===== config.mk =====
export PLATFORM = sky130hd
export DESIGN_NAME = display_scan_ctrl
export DESIGN_NICKNAME = d
export VERILOG_FILES = /design/src/rtl/display_scan_ctrl.sv
export SDC_FILE = /design/constraint.sdc
export NUM_CORES = 1
export LEC_CHECK = 0
export ABC_AREA = 0
export BUFFER_PORTS_ARGS = -buffer_cell sky130_fd_sc_hd__buf_2
export CAP_MARGIN = 15
export CORE_UTILIZATION = 57
export CTS_CLUSTER_SIZE = 12
export DETAILED_ROUTE_END_ITERATION = 16
export HOLD_SLACK_MARGIN = 0.15
export PLACE_DENSITY = 0.85
export SETUP_SLACK_MARGIN = 0.5
export SLEW_MARGIN = 20
export SYNTH_ARGS = -nofsm -noshare
export SYNTH_HDL_FRONTEND = slang
export SYNTH_SLANG_ARGS = --single-unit

===== constraint.sdc =====
create_clock -name clk -period 4.45 [get_ports clk]
set_clock_uncertainty 0.1 [all_clocks]
set_input_delay 0.6675 -clock clk [delete_from_list [all_inputs] [get_ports clk]]
set_output_delay 0.6675 -clock clk [all_outputs]
set_load 0.01 [all_outputs]

===== src/rtl/display_scan_ctrl.sv =====
// rtl/display_scan_ctrl.sv - multiplexed 4-digit BCD display scanner with one-entry value buffer
module display_scan_ctrl #(
    parameter int DIV = 100000
) (
    input  logic        clk,
    input  logic        rst_n,
    input  logic [15:0] valor_in,
    input  logic        valor_valid,
    output logic        valor_ready,
    input  logic        blank_ceros,
    output logic [3:0]  digito,
    output logic [3:0]  anodo,
    output logic        frame_done
);

    localparam int CW = $clog2(DIV);
    localparam logic [CW-1:0] CNT_LAST = CW'(DIV - 1);

    typedef enum logic [1:0] {
        OFF  = 2'd0,
        SHOW = 2'd1,
        GAP  = 2'd2
    } state_t;

    state_t          state;
    state_t          state_nxt;
    logic [CW-1:0]   cnt;
    logic [1:0]      idx;
    logic [15:0]     shadow;
    logic [15:0]     pend;
    logic            pend_full;
    logic [3:0]      digito_q;
    logic [3:0]      nib;
    logic            blank_slot;
    logic            cnt_last;
    logic            xfer;

    assign nib      = shadow[{idx, 2'b00} +: 4];
    assign cnt_last = (cnt == CNT_LAST);
    assign xfer     = valor_valid & valor_ready;

    // A digit is suppressed when it and every more significant nibble is zero.
    always_comb begin
        blank_slot = 1'b0;
        case (idx)
            2'd1:    blank_slot = blank_ceros && (shadow[15:4] == 12'h000);
            2'd2:    blank_slot = blank_ceros && (shadow[15:8] == 8'h00);
            2'd3:    blank_slot = blank_ceros && (shadow[15:12] == 4'h0);
            default: blank_slot = 1'b0;
        endcase
    end

    always_ff @(posedge clk or negedge rst_n) begin
        if (!rst_n) begin
            state <= OFF;
        end else begin
            state <= state_nxt;
        end
    end

    always_comb begin
        state_nxt   = state;
        valor_ready = 1'b1;
        anodo       = 4'b1111;
        digito      = digito_q;
        frame_done  = 1'b0;
        case (state)
            OFF: begin
                if (valor_valid) state_nxt = SHOW;
            end
            SHOW: begin
                valor_ready = ~pend_full;
                digito      = nib;
                if (!blank_slot) anodo = ~(4'b0001 << idx);
                if (cnt_last) state_nxt = GAP;
            end
            GAP: begin
                valor_ready = ~pend_full;
                frame_done  = (idx == 2'd3);
                state_nxt   = SHOW;
            end
            default: state_nxt = OFF;
        endcase
    end

    always_ff @(posedge clk or negedge rst_n) begin
        if (!rst_n) begin
            cnt       <= '0;
            idx       <= 2'd0;
            shadow    <= 16'h0000;
            pend      <= 16'h0000;
            pend_full <= 1'b0;
            digito_q  <= 4'h0;
        end else begin
            case (state)
                OFF: begin
                    if (xfer) begin
                        shadow <= valor_in;
                        idx    <= 2'd0;
                        cnt    <= '0;
                    end
                end
                SHOW: begin
                    // Remember the shown nibble so digito holds it through GAP.
                    digito_q <= nib;
                    cnt      <= cnt_last ? '0 : cnt + 1'b1;
                    if (xfer) begin
                        pend      <= valor_in;
                        pend_full <= 1'b1;
                    end
                end
                GAP: begin
                    idx <= idx + 2'd1;
                    // Frame boundary: the only point where shadow may change.
                    if (idx == 2'd3) begin
                        if (pend_full) begin
                            shadow    <= pend;
                            pend_full <= 1'b0;
                        end else if (xfer) begin
                            shadow <= valor_in;
                        end
                    end else if (xfer) begin
                        pend      <= valor_in;
                        pend_full <= 1'b1;
                    end
                end
                default: ;
            endcase
        end
    end

endmodule


* Word level (Yosys, flattened, before mapping)
Cells that the tools add are included.
** Storage, ports and cells
- Bits of input ports :: 20
- Output and inout port bits :: 10
- Register bits after elaboration :: 58
** Operators by class
- Shift-type cells :: 2
- Eq/ne operators :: 11
- Reductions and logical operators :: 16
- $add $sub $neg :: 2
- Bitwise operators :: 3
- Mux-type cells :: 24
** Operators with widths (count)
- two-way mux 16 bit :: 5
- one-hot mux 16 bit (2 select lines) :: 2
- two-way mux 17 bit :: 2
- one-hot mux 17 bit (2 select lines) :: 1
- adder 17 x 1 -> 17 bit, second input constant :: 1
- equality test 17 bit, second input constant :: 1
- indexed part select 16 x 5 -> 4 bit :: 1
- zero test 12 bit :: 1
- two-way mux 4 bit :: 3
- != test 2 bit, second input constant :: 5
- AND reduction 2 bit :: 5
- zero test 8 bit :: 1
- equality test 2 bit, second input constant :: 3
- two-way mux 2 bit :: 3
- one-hot mux 2 bit (3 select lines) :: 1
- nonzero test 2 bit :: 3
- equality test 2 x 1 -> 1 bit, second input constant :: 2
- zero test 4 bit :: 1
- two-way mux 1 bit :: 4
- inverter 4 bit :: 1
- one-hot mux 2 bit (2 select lines) :: 1
- left shift 1 x 2 -> 4 bit, first input constant :: 1
- logical AND 1 bit :: 3
- one-hot mux 1 bit (3 select lines) :: 1
- other kinds (6) :: 6

* Longest topological paths before layout
Gate-level depths: netlist (run 1).
- Word-level depth :: 8
- Depth in mapped cells :: 8
- Gate-level depth less buffers :: 7

* Least setup slack after synthesis (run 1)
OpenSTA, ideal clock, no wires.
- Kind :: register to output
- From :: register idx[0]
- To :: output anodo[1]
- Cell stages (with the launch flop) :: 9
- Buffers on the path :: 1
- Arrival :: 1.611 ns
- Slack :: 2.072 ns
- Cell sequence :: dfrtp_1 clkbuf_1 inv_1 ha_1 nor4_1 nand3b_1 a21oi_1 nor2_1 nand2_1
** On the way
- Cells in the longest elaborated chain, start to end :: 4
** RTL lines
- from (decl) :: RTL line 28 : logic [1:0] idx;
- from (signal assigned) :: RTL line 113 : idx <= idx + 2'd1;
- equality test 2 bit, or another cell as far along :: RTL line 45 : case (idx)
- one-hot mux 1 bit (3 select lines) / inverter 4 bit (equally long branches) :: RTL line 45, 74
- two-way mux 4 bit * :: RTL line 74 : if (!blank_slot) anodo = ~(4'b0001 << idx);
- two-way mux 4 bit * :: RTL line 67 : case (state)
- to (decl) :: RTL line 12 : output logic [3:0] anodo,
Every way passes the cells marked *; elsewhere a longest branch is shown, timed or not.

* Worst setup path in the final report (run 1)
- From :: register idx[0]
- To :: output anodo[2]
The elaborated chain is that of the path after synthesis.

==> summary.md, run 1 <==
| Metric | Value |
|---|---|
| Status | complete, no violations |
| Post-synth top area share | 48.9% |
| Synth area leaders | dfrtp_1, mux2_2, mux2i_1, a21oi_1, ha_1 |
| I/O Buffers | 29 |
| First-pass GRT wire length | 10.5 mm |
| Routed WL | 6.10 mm |
| Critical Path AT | 2130 ps |
| Tot GR Track Use | 25.9% |
| Critical path launch point type | flip-flop |
| Max-slew violation count | 0 |
| Final ANT Viol Nets | 0 |
| Antenna cell count | 0 |
| Cell Area, Synth | 0.00297 mm2 |
| Drc violations | 0 |
| FF+latch area | 0.00145 mm2 |
| Final core occ | 68.5% |
| Mean Syn Cell Area | 10.8 um2 |
| Die ar. | 0.00549 mm2 |
| Crit path time final | 2890 ps |
| DIE WIDTH | 74.1 um |
| Post-CTS resize count | 0 |
| Largest net degree at the start of global routing | 59 |
| Multi-input gate area | 0.00144 mm2 |
| Chip Height | 74.1 um |
| Final setup violation count | 0 |
| Vias in the first global route | 2239 |
| Top-count cell post-synth | dfrtp_1 |
| Worst-Skew Late Latency | 330 ps |
| CTS root buffer | clkbuf_8 |
| RSZ-0062 raised after global routing | false |
| CTS tree | done |
| Worst min path class | input port to asynchronous set/reset pin |
| Gpl congestion | 0.893 |
| Req. time, crit path | 3680 ps |
| Initial antenna violation count | 0 |
| Post-CTS Setup Repair Bufs | 0 |
| FMAX | 346 MHz |
| CTS Sinks | 58 |
| Flip-flop and latch count after synthesis | 58 |
| Clock slew at reported path FFs | 60 ps |
| Post-DP HPWL | 4.23 mm |
| Synth area leader | dfrtp_1 |
| Core area | 0.00485 mm2 |
| CTS Buf Count | 9 |
| Synthesis-to-finish area growth | 12.0% |
| Final Hold Vio Count | 0 |
| WL per Instance | 16.2 um |
| FILL cells | 354 |
| Layout cell share with drive strength beyond 1 | 23.3% |
| Worst Tran Pin Value | 881 ps |
| Nets | 336 |
| Synth top cells by count | dfrtp_1, nand2_1, nor2_1 |
| Post-synth EDFFs | 0 |
| Slew margin rel. | 41.1% |
| VDD IR-drop max | 0.383 mV |
| Seq/Total Area, Yosys | 48.9% |
| Clock Path Buffers | 2 |
| H-tree Lvls | 3 |
| Num rows | 25 |
| Starting density of the core | 61.2% |
| Vias per inst | 5.85 |
| Top FF cell, synth | dfrtp_1 |
| Grt ovf | 0 |
| Crit-path max FO | 9 |
| Synthesized Nets | 304 |
| I/O pin count | 30 |
| CP Capture Type | output pin |
| 1st-iter DRT viols | 195 |
| Setup_tns | 0 ps |
| Tcrit/Tclk final | 65.0% |
| Type of the worst setup path | flip-flop to output pin |
| Cells after synthesis | 275 |
| PD cells | 654 mW/mm2 |
| First drt pass iteration count | 4 |
| Max-capacitance violation count | 0 |
| Hold buffer count at CTS | 0 |
| Count of different cell masters after synthesis | 42 |
| Yosys Warn Count | 0 |
| Via count | 2199 |
| Synth async-reset ratio | 100% |
| Pleak | 0.00149 uW |
-- flip-flops by register name, indices dropped and copies added (netlist names) --
| name | cells |
|---|---|
| cnt | 17 |
| digito_q | 4 |
| idx | 2 |
| pend | 16 |
| pend_full | 1 |
| shadow | 16 |
| state | 2 |
-- per-layer routing --
layer / vias to the layer above / part of all wire, % / GRT usage, %
met4: 0 / 1.7 / 11.5
met2: 51 / 53 / 44.5
met1: 1077 / 42 / 32.4
met5: - / 0 / 0
li1: 1059 / - / -
met3: 12 / 3.6 / 4.20
-- power breakdown --
group | internal (uW) | switching [uW]
clock | 224 | 188
combinational | 404 | 481
sequential | 730 | 144
total | 1360 | 814
-- final timing paths --
path / startpoint / endpoint / slack [ps] / cells after the start
hold / removal: rst_n / cnt[1] / 370 / 2
setup reg to reg: state[1] / cnt[7] / 1950 / 6
max in group asynchronous: rst_n / cnt[9] / 3390 / 2
hold reg to reg: digito_q[2] / digito_q[2] / 410 / 1
min in group clk: digito_q[2] / digito_q[2] / 410 / 1
setup / recovery: idx[0] / anodo[2] / 1560 / 8
-- area by class of cell --
| class | instances | share of cell area, % |
|---|---|---|
| timing repair buffer | 31 | 4.82 |
| sequential | 58 | 43.7 |
| multi-input combinational | 199 | 43.3 |
| clock buffer | 13 | 4.78 |
| inverter | 8 | 0.904 |
| tap | 67 | 2.52 |
-- worst max-delay path, cell delays in order (launching register included) --
cell	delay, ps
dfrtp_1	570
inv_1	120
ha_1	250
nor4_1	280
nand3b_1	130
a21oi_1	150
nor2_1	70
nand2_1	80
buf_2	130
-- layout by cell type, fill, tap and decap left out, types with 2 or more instances in the layout --
cell type | Yosys | layout
nand3b_1 | 2 | 2
o21ai_0 | 11 | 11
nand2b_1 | 4 | 4
nor4b_1 | 3 | 3
o311ai_0 | 2 | 2
nand4_1 | 2 | 2
clkbuf_8 | 1 | 11
nor2b_1 | 2 | 2
clkbuf_1 | 6 | 2
nor4_1 | 3 | 3
o31ai_1 | 5 | 5
buf_2 | 1 | 29
dfrtp_1 | 58 | 58
a31oi_1 | 3 | 3
inv_1 | 8 | 8
nand2_1 | 24 | 24
nand3_1 | 14 | 14
mux2_2 | 20 | 20
mux2i_1 | 17 | 17
nor2_1 | 24 | 24
and2_1 | 5 | 5
o2bb2ai_1 | 3 | 3
xnor2_1 | 4 | 4
ha_1 | 9 | 9
and3_1 | 2 | 2
a21oi_1 | 23 | 23
buf_4 | 1 | 2
mux4_2 | 4 | 4
-- cell families (layout without fill, tap and decap cells) --
group / after synthesis / in the layout / share of synthesized area, %
and+or+nand+nor: 94 / 94 / 16.5
DFF: 58 / 58 / 48.9
muxes: 41 / 41 / 16.4
AOI/OAI and AO/OA: 51 / 51 / 10.2
buffers and inverters: 18 / 52 / 3.04
xor gates and xnor gates: 4 / 4 / 1.18
adders and majority gates: 9 / 9 / 3.80
-- per-stage QoR --
stage	std cells	area (um2)	total power (uW)	worst slack [ps]	hold slack (ps)
5_1_grt	376	3320	2330	1410	414
4_1_cts	376	3310	2180	1550	403
6_report	376	3320	2170	1560	371
3_3_place_gp	363	3160	1700	1920	380
2_1_floorplan	275	2970	1520	2070	272
3_5_place_dp	363	3160	1760	1910	391
No activity file was read; power rests on OpenSTA's default activity.
==> inputs of run 2 (changes only) <==
Settings changed: CORE_UTILIZATION 57 to 53, PLACE_DENSITY 0.85 to 0.84.
Clock period 4.45 ns to 2.6 ns, I/O delays scaled along.
==> run 2 against run 1 <==
Net effect:
- register-to-register slack got worse by 1400 ps
- sequential share of layout area decreased by 4.4 points
- largest power group unchanged
- utilization increased by 2.3 points
- flip-flop and latch count unchanged
- combinational power increased by 120%
- non-clock buffer count increased by 15
- via count increased by 5.1%
- global-route usage decreased by 0.67 points
- sequential power increased by 75%
==> summary.md, run 2 (synthesis gave the netlist of run 1 again) <==
| Metric | Value |
|---|---|
| PnR Total Power | 4390 uW |
| Most frequent CP cell | buf_6 |
| Reg2reg path depth | 8 |
| CP Capture Type | output pin |
| WL per Instance | 17.5 um |
| Commonest non-fill, non-tap cell in the layout | dfrtp_1 |
| Starting density of the core | 56.6% |
| Max FFs per register | 17 |
| Tcrit/Tclk final | 88.7% |
| Final setup violation count | 0 |
| Worst-Skew Late Latency | 340 ps |
| Crit-path cells | buf_6 > mux4_2 > mux2_4 > buf_6 |
| DIE WIDTH | 76.8 um |
| Hold path start | valor_in[2] |
| Clock Path Buffers | 2 |
| Worst min path class | input port to flip-flop |
| H-tree Lvls | 3 |
| RR Startpoint | state[1] |
| Critical path launch point type | flip-flop |
| Worst path buffer plus inverter count | 2 |
| Synthesis-to-finish area growth | 25.0% |
| Num rows | 26 |
| First-pass GRT wire length | 11.3 mm |
| CTS root buffer | clkbuf_8 |
| First drt pass iteration count | 4 |
| CTS Buf Count | 9 |
| Nets | 351 |
| WL met1 | 2.85 mm |
| Gate power share | 44.1% |
| 1st-iter DRT viols | 208 |
| Max Used Layer | met4 |
| Most frequent cells in the layout | dfrtp_1, buf_2, nand2_1, nor2_1, a21oi_1 |
| Final Hold Vio Count | 0 |
| Status | complete, no violations |
| Clock slew at reported path FFs | 60 ps |
| Final ANT Viol Nets | 0 |
| Vias per inst | 5.84 |
| Setup_tns | 0 ps |
| Pleak | 0.00165 uW |
| Grt ovf | 0 |
| Endpoint, Worst Hold | pend[2] |
| CTS tree | done |
| Crit-path max FO | 4 |
| Tot GR Track Use | 25.3% |
| R2R Setup Slk | 550 ps |
| Sw frac | 36.3% |
| Worst Tran Pin Value | 737 ps |
| VDD IR-drop max | 0.811 mV |
| FILL cells | 355 |
| Antenna cell count | 0 |
| Type of the worst setup path | flip-flop to output pin |
| PD cells | 1180 mW/mm2 |
| Slew margin rel. | 50.9% |
| Hold_ws | 194 ps |
| CP max stage cell | mux4_2 |
| I/O Buffers | 29 |
| Max-capacitance violation count | 0 |
| Crit path time final | 2310 ps |
| Biggest cell delay along the critical path | 500 ps |
| Critical Path AT | 1820 ps |
| Hold depth | 2 |
| Drc violations | 0 |
| Clock share of power | 21.2% |
| Die ar. | 0.00590 mm2 |
| CTS Sinks | 58 |
| Via count | 2312 |
| Wire length on met3 | 302 um |
| Routed WL | 6.92 mm |
| Int Power | 2800 uW |
| I/O pin count | 30 |
| Gpl congestion | 0.843 |
| Req. time, crit path | 2110 ps |
| Post-DP HPWL | 4.20 mm |
| FMAX | 434 MHz |
| Initial antenna violation count | 0 |
| Chip Height | 76.8 um |
| Delay-heaviest family, CP | multiplexers |
| Layout cell share with drive strength beyond 1 | 35.6% |
| Vias in the first global route | 2298 |
| Switch Pwr | 1590 uW |
| Largest net degree at the start of global routing | 33 |
| Reg power frac | 34.7% |
| Reg with most FFs | cnt |
| Worst R2R End | cnt[14] |
| Met2 wire len | 3.53 mm |
| Biggest regs | cnt: 17 flops, pend: 16 flops, shadow: 16 flops |
| Max-slew violation count | 0 |
| RSZ-0062 raised after global routing | true |
| Core area | 0.00524 mm2 |
[run 2: cell count changes in the layout (fill, tap and decap cells not counted), sizes merged]
cell | previous run | this run
buf | 31 | 45
bufinv | 0 | 2
dlygate4sd3 | 0 | 1
[run 2: power by group through the flow]
stage | registers [uW] | logic, uW | clock network (uW)
detailed placement | 1510 | 1520 | 0
global placement | 1490 | 1480 | 0
floorplan | 1410 | 1190 | 0
finish | 1530 | 1940 | 931
CTS | 1500 | 1700 | 942
global route | 1560 | 2100 | 986
[run 2: worst max-delay path by stage]
stage | start | endpoint | slack, ps | cells after the start
after floorplan | state[0] | cnt[7] | 600 | 7
after global placement | idx[0] | anodo[2] | 490 | 8
after detailed placement | idx[0] | anodo[2] | 380 | 8
after CTS | idx[0] | digito[0] | 320 | 4
after global routing | idx[0] | digito[3] | 260 | 4
final | idx[0] | digito[3] | 290 | 4
[run 2: stage by stage]
stage,cell area (um2),std cells,setup WS [ps],util (%)
3_3_place_gp,3210,371,488,61.3
2_1_floorplan,2970,275,600,-
3_5_place_dp,3210,371,381,61.3
4_1_cts,3560,393,322,67.9
6_report,3710,396,295,70.8
5_1_grt,3710,396,261,70.8
[run 2: final cells by class]
type	instances	area, um2	area share (%)
clock buffer	13	159	4.29
inverter	8	30.0	0.810
timing repair buffer	46	338	9.11
sequential	58	1460	39.3
multi-input combinational	199	1580	42.6
clock inverter	2	60.1	1.62
tap	70	87.6	2.36
[run 2: timing repair]
| action | CTS | global route |
|---|---|---|
| hold buffers | 1 | 0 |
| gates cloned | 0 | 0 |
| setup buffers | 6 | 3 |
| hold endpoints to repair | 29 | 0 |
| gates resized for setup | 20 | 30 |
| endpoints found under the setup margin | 11 | 39 |
| pin swaps | 3 | 5 |
[run 2: per-layer routing]
metal  global-route usage [%]  vias to the layer above
li1                         -                     1088
met1                     30.0                     1138
met2                     41.5                       64
met3                     8.10                       22
met4                     11.9                        0
met5                        0                        -
